### config.mk
export PLATFORM = sky130hd
export DESIGN_NAME = sky_cycle_ctrl_flat
export DESIGN_NICKNAME = d
export VERILOG_FILES = /design/src/rtl/sky_cycle_ctrl_if.sv /design/src/rtl/sky_cycle_ctrl.sv /design/src/flat_wrapper.sv
export SDC_FILE = /design/constraint.sdc
export NUM_CORES = 1
export LEC_CHECK = 0
export ABC_AREA = 0
export CORE_MARGIN = 5
export CORE_UTILIZATION = 58
export DETAILED_ROUTE_END_ITERATION = 8
export PLACE_DENSITY = 0.84
export SYNTH_ARGS = -nofsm -noshare
export SYNTH_HDL_FRONTEND = slang
export SYNTH_SLANG_ARGS = --single-unit
export TNS_END_PERCENT = 20
### constraint.sdc
create_clock -name clk_pix -period 5 [get_ports clk_pix]
set_input_delay 0.75 -clock clk_pix [delete_from_list [all_inputs] [get_ports clk_pix]]
set_output_delay 0.75 -clock clk_pix [all_outputs]
set_load 0.02 [all_outputs]
### src/rtl/sky_cycle_ctrl_if.sv
// ---------------------------------------------------------------------------
// sky_cycle_ctrl_if
//   Bundle between the frame-timing side (frame tick, pause, skip) and the
//   day/night sequencer that drives the sky/star/fade generators.
//
//   Signals:
//     frame       - one-cycle pulse at the start of each frame (tick)
//     pause       - level; freezes the sequencer FSM and fade_level
//     skip        - one-cycle pulse; jump to the next hold state
//     fade_level  - cycle position, 0 = midnight, 128 = noon
//     frame_count - free-running frame counter
//     is_night    - night decode of fade_level
//     phase       - 0 NIGHT_HOLD, 1 MORNING, 2 DAY_HOLD, 3 EVENING
//     star_en     - per-star twinkle enable, zero outside night
//
//   Handshake: there is no valid/ready pair. frame qualifies every update;
//   outputs are register-backed and valid every cycle after reset.
//
//   Modports:
//     master - frame/pause/skip source, observes the sequencer outputs
//     slave  - the sequencer itself
// ---------------------------------------------------------------------------
interface sky_cycle_ctrl_if #(
    parameter int NSTARS = 12
);
    logic              frame;
    logic              pause;
    logic              skip;
    logic [7:0]        fade_level;
    logic [15:0]       frame_count;
    logic              is_night;
    logic [1:0]        phase;
    logic [NSTARS-1:0] star_en;

    modport master (
        output frame,
        output pause,
        output skip,
        input  fade_level,
        input  frame_count,
        input  is_night,
        input  phase,
        input  star_en
    );

    modport slave (
        input  frame,
        input  pause,
        input  skip,
        output fade_level,
        output frame_count,
        output is_night,
        output phase,
        output star_en
    );
endinterface

### src/rtl/sky_cycle_ctrl.sv
// ---------------------------------------------------------------------------
// sky_cycle_ctrl
//   Day/night sequencer for the VGA sky scene. Counts frames and walks the
//   sky through night hold -> morning ramp -> day hold -> evening ramp,
//   repeating forever. Also produces a slowly changing twinkle mask for the
//   star generator, gated off whenever it is not night.
//
//   Ports:
//     clk_pix - pixel clock, the only clock
//     rst     - synchronous active-high reset, priority over everything
//     bus     - sky_cycle_ctrl_if.slave
//               in : frame, pause, skip
//               out: fade_level, frame_count, is_night, phase, star_en
//
//   The phase output is the FSM state register itself, so the state is
//   directly observable.
//
//   Full cycle length with no pause/skip:
//     2*HOLD_FRAMES + 256*STEP_FRAMES ticks.
// ---------------------------------------------------------------------------
module sky_cycle_ctrl #(
    parameter int          HOLD_FRAMES = 120,
    parameter int          STEP_FRAMES = 2,
    parameter int          NSTARS      = 12,
    parameter logic [15:0] LFSR_SEED   = 16'hACE1
) (
    input  logic           clk_pix,
    input  logic           rst,
    sky_cycle_ctrl_if.slave bus
);

    // FSM encoding doubles as the phase output.
    localparam logic [1:0] S_NIGHT_HOLD = 2'd0;
    localparam logic [1:0] S_MORNING    = 2'd1;
    localparam logic [1:0] S_DAY_HOLD   = 2'd2;
    localparam logic [1:0] S_EVENING    = 2'd3;

    localparam int HW = (HOLD_FRAMES > 1) ? $clog2(HOLD_FRAMES) : 1;
    localparam int SW = (STEP_FRAMES > 1) ? $clog2(STEP_FRAMES) : 1;

    localparam logic [HW-1:0] HOLD_LAST = HW'(HOLD_FRAMES - 1);
    localparam logic [SW-1:0] STEP_LAST = SW'(STEP_FRAMES - 1);

    localparam logic [7:0]  FADE_MIDNIGHT = 8'd0;
    localparam logic [7:0]  FADE_NOON     = 8'd128;
    localparam logic [15:0] LFSR_TAPS     = 16'hB400;

    // -----------------------------------------------------------------------
    // State
    // -----------------------------------------------------------------------
    logic [1:0]        r_state;
    logic [7:0]        r_fade;
    logic [15:0]       r_frame_cnt;
    logic [15:0]       r_lfsr;
    logic [NSTARS-1:0] r_star_mask;
    logic [HW-1:0]     r_hold_cnt;
    logic [SW-1:0]     r_step_cnt;
    logic              r_skip_pend;

    // -----------------------------------------------------------------------
    // Combinational next-state
    // -----------------------------------------------------------------------
    logic              w_tick;
    logic              w_advance;
    logic              w_skip_eff;
    logic [7:0]        w_fade_inc;
    logic [15:0]       w_lfsr_adv;
    logic              w_is_night;

    logic [1:0]        w_state_nxt;
    logic [7:0]        w_fade_nxt;
    logic [HW-1:0]     w_hold_nxt;
    logic [SW-1:0]     w_step_nxt;
    logic              w_skip_pend_nxt;

    assign w_tick     = bus.frame;
    // The sequencer only moves on an unpaused tick; frame_count and the
    // LFSR keep running through pause so twinkle never freezes.
    assign w_advance  = w_tick & ~bus.pause;
    // A skip pulse on the tick itself counts the same as one captured
    // earlier between ticks.
    assign w_skip_eff = r_skip_pend | bus.skip;
    assign w_fade_inc = r_fade + 8'd1;
    assign w_lfsr_adv = (r_lfsr >> 1) ^ (r_lfsr[0] ? LFSR_TAPS : 16'h0000);

    always_comb begin
        w_state_nxt = r_state;
        w_fade_nxt  = r_fade;
        w_hold_nxt  = r_hold_cnt;
        w_step_nxt  = r_step_cnt;

        if (w_advance) begin
            if (w_skip_eff) begin
                // Skip lands on the start of the next hold (from a ramp) or
                // the start of the next ramp (from a hold); counters restart.
                w_hold_nxt = '0;
                w_step_nxt = '0;
                case (r_state)
                    S_NIGHT_HOLD: w_state_nxt = S_MORNING;
                    S_MORNING: begin
                        w_state_nxt = S_DAY_HOLD;
                        w_fade_nxt  = FADE_NOON;
                    end
                    S_DAY_HOLD:   w_state_nxt = S_EVENING;
                    default: begin
                        w_state_nxt = S_NIGHT_HOLD;
                        w_fade_nxt  = FADE_MIDNIGHT;
                    end
                endcase
            end else begin
                case (r_state)
                    S_NIGHT_HOLD, S_DAY_HOLD: begin
                        if (r_hold_cnt == HOLD_LAST) begin
                            w_hold_nxt  = '0;
                            w_state_nxt = (r_state == S_NIGHT_HOLD) ? S_MORNING : S_EVENING;
                        end else begin
                            w_hold_nxt = r_hold_cnt + HW'(1);
                        end
                    end
                    S_MORNING: begin
                        if (r_step_cnt == STEP_LAST) begin
                            w_step_nxt = '0;
                            w_fade_nxt = w_fade_inc;
                            if (w_fade_inc == FADE_NOON) begin
                                w_state_nxt = S_DAY_HOLD;
                            end
                        end else begin
                            w_step_nxt = r_step_cnt + SW'(1);
                        end
                    end
                    default: begin
                        // Evening runs 128 -> 255 and then wraps to 0,
                        // which is midnight and ends the ramp.
                        if (r_step_cnt == STEP_LAST) begin
                            w_step_nxt = '0;
                            w_fade_nxt = w_fade_inc;
                            if (w_fade_inc == FADE_MIDNIGHT) begin
                                w_state_nxt = S_NIGHT_HOLD;
                            end
                        end else begin
                            w_step_nxt = r_step_cnt + SW'(1);
                        end
                    end
                endcase
            end
        end
    end

    // Skip capture: consumed by an unpaused tick, otherwise latched. This
    // is the only state that changes between ticks.
    always_comb begin
        w_skip_pend_nxt = r_skip_pend;
        if (w_advance) begin
            w_skip_pend_nxt = 1'b0;
        end else if (bus.skip) begin
            w_skip_pend_nxt = 1'b1;
        end
    end

    // -----------------------------------------------------------------------
    // Registers
    // -----------------------------------------------------------------------
    always_ff @(posedge clk_pix) begin
        if (rst) begin
            r_state     <= S_NIGHT_HOLD;
            r_fade      <= FADE_MIDNIGHT;
            r_frame_cnt <= '0;
            r_lfsr      <= LFSR_SEED;
            r_star_mask <= '0;
            r_hold_cnt  <= '0;
            r_step_cnt  <= '0;
            r_skip_pend <= 1'b0;
        end else begin
            r_state     <= w_state_nxt;
            r_fade      <= w_fade_nxt;
            r_hold_cnt  <= w_hold_nxt;
            r_step_cnt  <= w_step_nxt;
            r_skip_pend <= w_skip_pend_nxt;
            if (w_tick) begin
                r_frame_cnt <= r_frame_cnt + 16'd1;
                r_lfsr      <= w_lfsr_adv;
                // Refresh the twinkle pattern once every 16 frames using
                // the LFSR value from before this tick's advance.
                if (r_frame_cnt[3:0] == 4'hF) begin
                    r_star_mask <= r_lfsr[NSTARS-1:0];
                end
            end
        end
    end

    // -----------------------------------------------------------------------
    // Outputs
    // -----------------------------------------------------------------------
    assign w_is_night = (r_fade < 8'd64) || (r_fade > 8'd208);

    assign bus.fade_level  = r_fade;
    assign bus.frame_count = r_frame_cnt;
    assign bus.phase       = r_state;
    assign bus.is_night    = w_is_night;
    assign bus.star_en     = r_star_mask & {NSTARS{w_is_night}};

endmodule

### src/flat_wrapper.sv
// flat-port wrapper written by rule: the top's interface ports become plain ports
module sky_cycle_ctrl_flat 
#(
    parameter int          HOLD_FRAMES = 120,
    parameter int          STEP_FRAMES = 2,
    parameter int          NSTARS      = 12,
    parameter logic [15:0] LFSR_SEED   = 16'hACE1
)
  (clk_pix, rst, bus_frame, bus_pause, bus_skip, bus_fade_level, bus_frame_count, bus_is_night, bus_phase, bus_star_en);
  sky_cycle_ctrl_if #(.NSTARS(NSTARS)) bus_i ();
  input  logic clk_pix;
  input  logic rst;
  input wire logic [$bits(bus_i.frame)-1:0] bus_frame;
  input wire logic [$bits(bus_i.pause)-1:0] bus_pause;
  input wire logic [$bits(bus_i.skip)-1:0] bus_skip;
  output wire logic [$bits(bus_i.fade_level)-1:0] bus_fade_level;
  output wire logic [$bits(bus_i.frame_count)-1:0] bus_frame_count;
  output wire logic [$bits(bus_i.is_night)-1:0] bus_is_night;
  output wire logic [$bits(bus_i.phase)-1:0] bus_phase;
  output wire logic [$bits(bus_i.star_en)-1:0] bus_star_en;
  assign bus_i.frame = bus_frame;
  assign bus_i.pause = bus_pause;
  assign bus_i.skip = bus_skip;
  assign bus_fade_level = bus_i.fade_level;
  assign bus_frame_count = bus_i.frame_count;
  assign bus_is_night = bus_i.is_night;
  assign bus_phase = bus_i.phase;
  assign bus_star_en = bus_i.star_en;
  sky_cycle_ctrl #(.HOLD_FRAMES(HOLD_FRAMES), .STEP_FRAMES(STEP_FRAMES), .NSTARS(NSTARS), .LFSR_SEED(LFSR_SEED)) u_core (.clk_pix(clk_pix), .rst(rst), .bus(bus_i));
endmodule
; ---- Yosys cells after proc, flatten, opt, wreduce, memory -nomap -nowiden
; Index checks and enable logic that the tools add are counted.
; Widths: inputs -> output; s select.
[classes]
addsub = 4
mul = 0
div_mod_pow = 0
n_lt_le_gt_ge = 2
eq_ne = 9
shift = 0
n_mux = 20
bitwise = 6
reduce_logical = 14
[op_table]
columns = op, count
row1 = $mux 8, 3
row2 = $mux 7, 3
row3 = $add 16x1->16 const B, 1
row4 = $mux 16, 1
row5 = $pmux 8 s2, 1
row6 = $xor 15x16->16, 1
row7 = $mux 2, 7
row8 = $and 12x12->12, 1
row9 = $ne 3x1->1 const B, 3
row10 = $add 8x1->8 const B, 1
row11 = $eq 8x8->1 const B, 1
row12 = $gt 8x8->1 const B, 1
row13 = $logic_not 8->1, 1
row14 = $lt 8x7->1 const B, 1
row15 = $add 7x1->7 const B, 1
row16 = $eq 7x7->1 const B, 1
row17 = $pmux 2 s3, 1
row18 = $reduce_and 2->1, 3
row19 = $reduce_and 6->1, 1
row20 = $eq 4x4->1 const B, 1
row21 = $pmux 2 s2, 1
row22 = $reduce_bool 2->1, 2
row23 = $reduce_bool 4->1, 1
row24 = $reduce_or 2->1, 2
row25 = other kinds (12), 15
[totals]
regBits = 63
latch_bits = 0
ramBits = 0
romBits = 0
input_bits = 5
output_inout_bits = 39
elab_cells = 63
mem_count = 0

; ---- Depth between registers and ports, before layout
[depth]
ltp_word = 6
depth_mapped = 8
ltp_nobuf = 7

; ---- Least setup slack after synthesis
; No wires, ideal clock.
[synth_timing]
path_type = reg2out
startpoint = register u_core.r_fade[0] (netlist: u_core.bus.fade_level[0])
endpoint = output bus_star_en[10]
arrival_time_ps = 1961
required_ps = 4250
path_slack_ps = 2289
path_stages_with_launch = 9
path_buffers = 2
path_cell_list = dfxtp_1 -> buf_2 -> inv_1 -> ha_1 -> a21boi_0 -> o211ai_1 -> o21ai_0 -> clkbuf_1 -> and2_1
[synth_between]
elab_chain_len = 3
elab_cells_between_ends = 4
cone_classes = order compare (2) / bitwise (1) / reduce/logical (1)
[synth_lines]
columns = item, line
row1 = "start, declared", sky_cycle_ctrl.sv:52  ; logic [7:0] r_fade;
row2 = "start signal, assigned", sky_cycle_ctrl.sv:175  ; r_fade <= w_fade_nxt;
row3 = $lt 8x7->1 / $gt 8x8->1 (equally long branches), sky_cycle_ctrl.sv:194  ; assign w_is_night = (r_fade < 8'd64) || (r_fade > 8'd208);
row4 = $logic_or 1x1->1 (*), sky_cycle_ctrl.sv:194
row5 = via bus_is_night, flat_wrapper.sv:18  ; output wire logic [$bits(bus_i.is_night)-1:0] bus_is_night;
row6 = $and 12x12->12 (*), sky_cycle_ctrl.sv:200  ; assign bus.star_en = r_star_mask & {NSTARS{w_is_night}};
row7 = "end, declared", flat_wrapper.sv:20  ; output wire logic [$bits(bus_i.star_en)-1:0] bus_star_en;
; The timed path passes the listed nets; every way through them passes the cells marked *.

; ---- Final worst setup path
[layout_timing]
startpoint = register u_core.r_fade[0] (netlist: u_core.bus.fade_level[0])
endpoint = output bus_star_en[0]
[layout_between]
elab_chain_len = 3
elab_cells_between_ends = 4
cone_classes = order compare (2) / bitwise (1) / reduce/logical (1)
[layout_lines]
columns = item, line
row1 = $lt 8x7->1 / $gt 8x8->1 (equally long branches), sky_cycle_ctrl.sv:194
row2 = $logic_or 1x1->1 (*), sky_cycle_ctrl.sv:194
row3 = $and 12x12->12 (*), sky_cycle_ctrl.sv:200
; Every way passes the cells marked *; elsewhere a longest branch is shown, timed or not.

==> flow_summary.ini <==
[routing]
vias_per_cell = 5.72
ant_nets = 0
drt-initial-drc-count = 201
drc = 0
firstDrtPassIters = 5
wl_per_cell_um = 13.9
vias = 2692
drt_wl_total_mm = 6.57

[hold_path]
whs_path_depth = 2
holdCritStartpoint = u_core.r_star_mask[5]
worstHoldPathType = register to register
min_to = u_core.r_star_mask[5]

[yosys]
synthCells = 365
ys_ff_latch = 63
syn_area_per_cell_um2 = 8.44
synth_edf_count = 0
synth_area_um2 = 3080
yosysWarnings = 0
synth_flop_cell = dfxtp_1
synthArstFlopShare_pct = 0
yosys-top-cells-area = dfxtp_1, a21oi_1, nand2_1
synth_top_area_share_pct = 40.9
synthDistinctLibCells = 55
post-synth-top-area-cell = dfxtp_1
synth_nets = 379
ys_seq_area_share_pct = 40.9

[die]
die-area_um2 = 6870
initial_core_util_pct = 60.0
pin_count = 44
die_h_um = 82.9
die_w_um = 82.9
row_count = 26
core_um2 = 5140

[final_layout]
syn2layout_area_growth_pct = 19.0
fin_nets = 410
most-common-layout-cells = dfxtp_1, clkdlybuf4s50_1, nand2_1
design_area_um2 = 3670
diodes = 0
layout_commonest_cell = dfxtp_1
drive_gt1_share_pct = 7.23

[setup_path]
critPathArrivalTime_ns = 2.70
critPathRequiredTime_ns = 4.25
r2r_cells = 6
path_cells = inv_1, ha_1, a21boi_0, o211ai_1, o21ai_0, and2_1, clkdlybuf4s50_1
critPathMaxStageDelay_ns = 0.61
cp_slowest_cell = clkdlybuf4s50_1
critPathLaunchType = register
critPathCaptureType = output port
rrSetupSlack_ns = 2.64
worstSetupPathType = register to output port
rr_endpoint = u_core.bus.phase[0]
reg2reg_from = u_core.bus.fade_level[0]
cp_max_fo = 14

[placement]
gp_congestion = 0.876
pre_cts_ws_ns = 1.87
hpwl_mm = 4.35
placed_area_um2 = 3480
port_buffers = 43

[timing]
min_period_ns = 3.45
max_freq_ghz = 0.290
fin_setup_tns_ns = 0
fin_skew_ns = 0.00721
worst_pin_slew_ns = 1.11
layout_setup_ws_ns = 1.55
rsz0062_at_grt = no
finalCritPeriodShare_pct = 69.0
hold_viol_final = 0
setup_viol = 0
maxSlewHeadroom_pct = 26.0
slew_violations = 0

[global_routing]
grtUsageTotal_pct = 19.9
grt_overflow = 0
grt.met3_usage_pct = 5.35
top_usage_layer = met2
grt_use_met2_pct = 31.2
grt.met1_usage_pct = 26.3
grt_pass1_vias = 2472
grt_max_degree = 67
grt_pass1_wl_mm = 11.6
antenna_found_initial = 0

[flow_run]
max_cap_viol_count = 0

[clock_network]
cts_root_buf = clkbuf_8
cts_resized = 0
cts_buffer_depth = 2
cts_setup_buffers = 0
cts_tree = built
cts_buffers = 9
clkTransAtPathRegs_ns = 0.07
clk_latency_ns = 0.34
htreeDepth = 3
cts.sinks = 63
holdBufCountCts = 0

[power_and_ir_drop]
power_density_nw_per_um2 = 282
leakagePower_nw = 1.28
ir_worst_vdd_mv = 0.197

[outcome]
outcome = complete, no violations
==> state kept, by name (all words and copies together), names as in the netlist <==
name / cells
u_core.r_skip_pend: 1
u_core.r_hold_cnt: 7
u_core.r_step_cnt: 1
u_core.r_star_mask: 12
u_core.bus.fade_level: 8
u_core.r_lfsr: 16
u_core.bus.frame_count: 16
u_core.bus.phase: 2
==> cells by family (layout without fill, tap and decap cells) <==
group	Yosys count	in the layout	share of synthesized area (%)
buffers and inverters	30	66	4.71
AND/OR/NAND/NOR	157	157	26.2
multiplexers	9	9	2.92
XOR/XNOR	14	14	3.98
AO/OA/AOI/OAI	83	83	17.6
flip-flops	63	63	40.9
adder cells (fa/ha/maj)	9	9	3.65
==> cell type report <==
| cell class | instances | area, µm² |
|---|---|---|
| fillers | 433 | 1470 |
| clock inverters | 6 | 61.3 |
| repair buffers | 44 | 433 |
| inverters | 6 | 22.5 |
| clock buffers | 10 | 128 |
| multi-input cells | 272 | 1680 |
| well taps | 70 | 87.6 |
| flip-flops and latches | 63 | 1260 |
==> stage by stage <==
step	util, %	hold WS (ns)	power, mW	std cells
2_1_floorplan	-	0.432	0.596	365
3_5_place_dp	67.7	0.444	0.617	455
6_report	71.4	0.449	1.03	471
5_1_grt	71.4	0.478	1.08	471
3_3_place_gp	67.7	0.441	0.614	455
4_1_cts	71.4	0.454	1.04	471
==> cells in the mapped netlist, types with 5 or more instances <==
cell type   n
a211o_1     8
a21oi_1    32
and2_1     12
buf_2       5
clkbuf_1   15
dfxtp_1    63
ha_1        9
inv_1       6
mux2i_1     9
nand2_1    40
nand2b_1    6
nand3_1     8
nor2_1     36
nor2b_1     7
nor3_1      7
nor4_1      5
o21ai_0    17
or2_2       5
or3_1       8
xnor2_1    10
==> per-layer routing <==
metal	vias to the layer above	routed length, µm
li1	1350	-
met1	1250	3000
met2	84	3110
met3	8	391
met4	0	74
met5	-	0
==> report_power, final <==
| group | leakage (nW) | total, mW | internal (mW) | switching (mW) |
|---|---|---|---|---|
| logic | 0.672 | 0.0806 | 0.0337 | 0.0470 |
| registers | 0.512 | 0.526 | 0.515 | 0.0113 |
| clock network | 0.0960 | 0.427 | 0.228 | 0.198 |
| total | 1.28 | 1.03 | 0.777 | 0.257 |
==> critical path: cells and delay by family, from the launching register on <==
kind | cells | cell delay [ns]
AND/OR/NAND/NOR | 1 | 0.24
buffers and inverters | 2 | 0.70
AO/OA/AOI/OAI | 3 | 0.63
adder cells (fa/ha/maj) | 1 | 0.21
flip-flops | 1 | 0.58
==> how the worst max path moves through the flow <==
stage	start	endpoint	slack, ns	depth (start not counted)
after floorplan	u_core.bus.fade_level[0]	bus_star_en[10]	2.29	8
after global placement	u_core.bus.fade_level[0]	bus_star_en[8]	1.99	7
after detailed placement	u_core.bus.fade_level[0]	bus_star_en[0]	1.87	7
after CTS	u_core.bus.fade_level[0]	bus_star_en[0]	1.50	7
after global routing	u_core.bus.fade_level[0]	bus_star_en[0]	1.29	7
final	u_core.bus.fade_level[0]	bus_star_en[0]	1.55	7
Note: power is estimated with default switching activity, not from simulation.
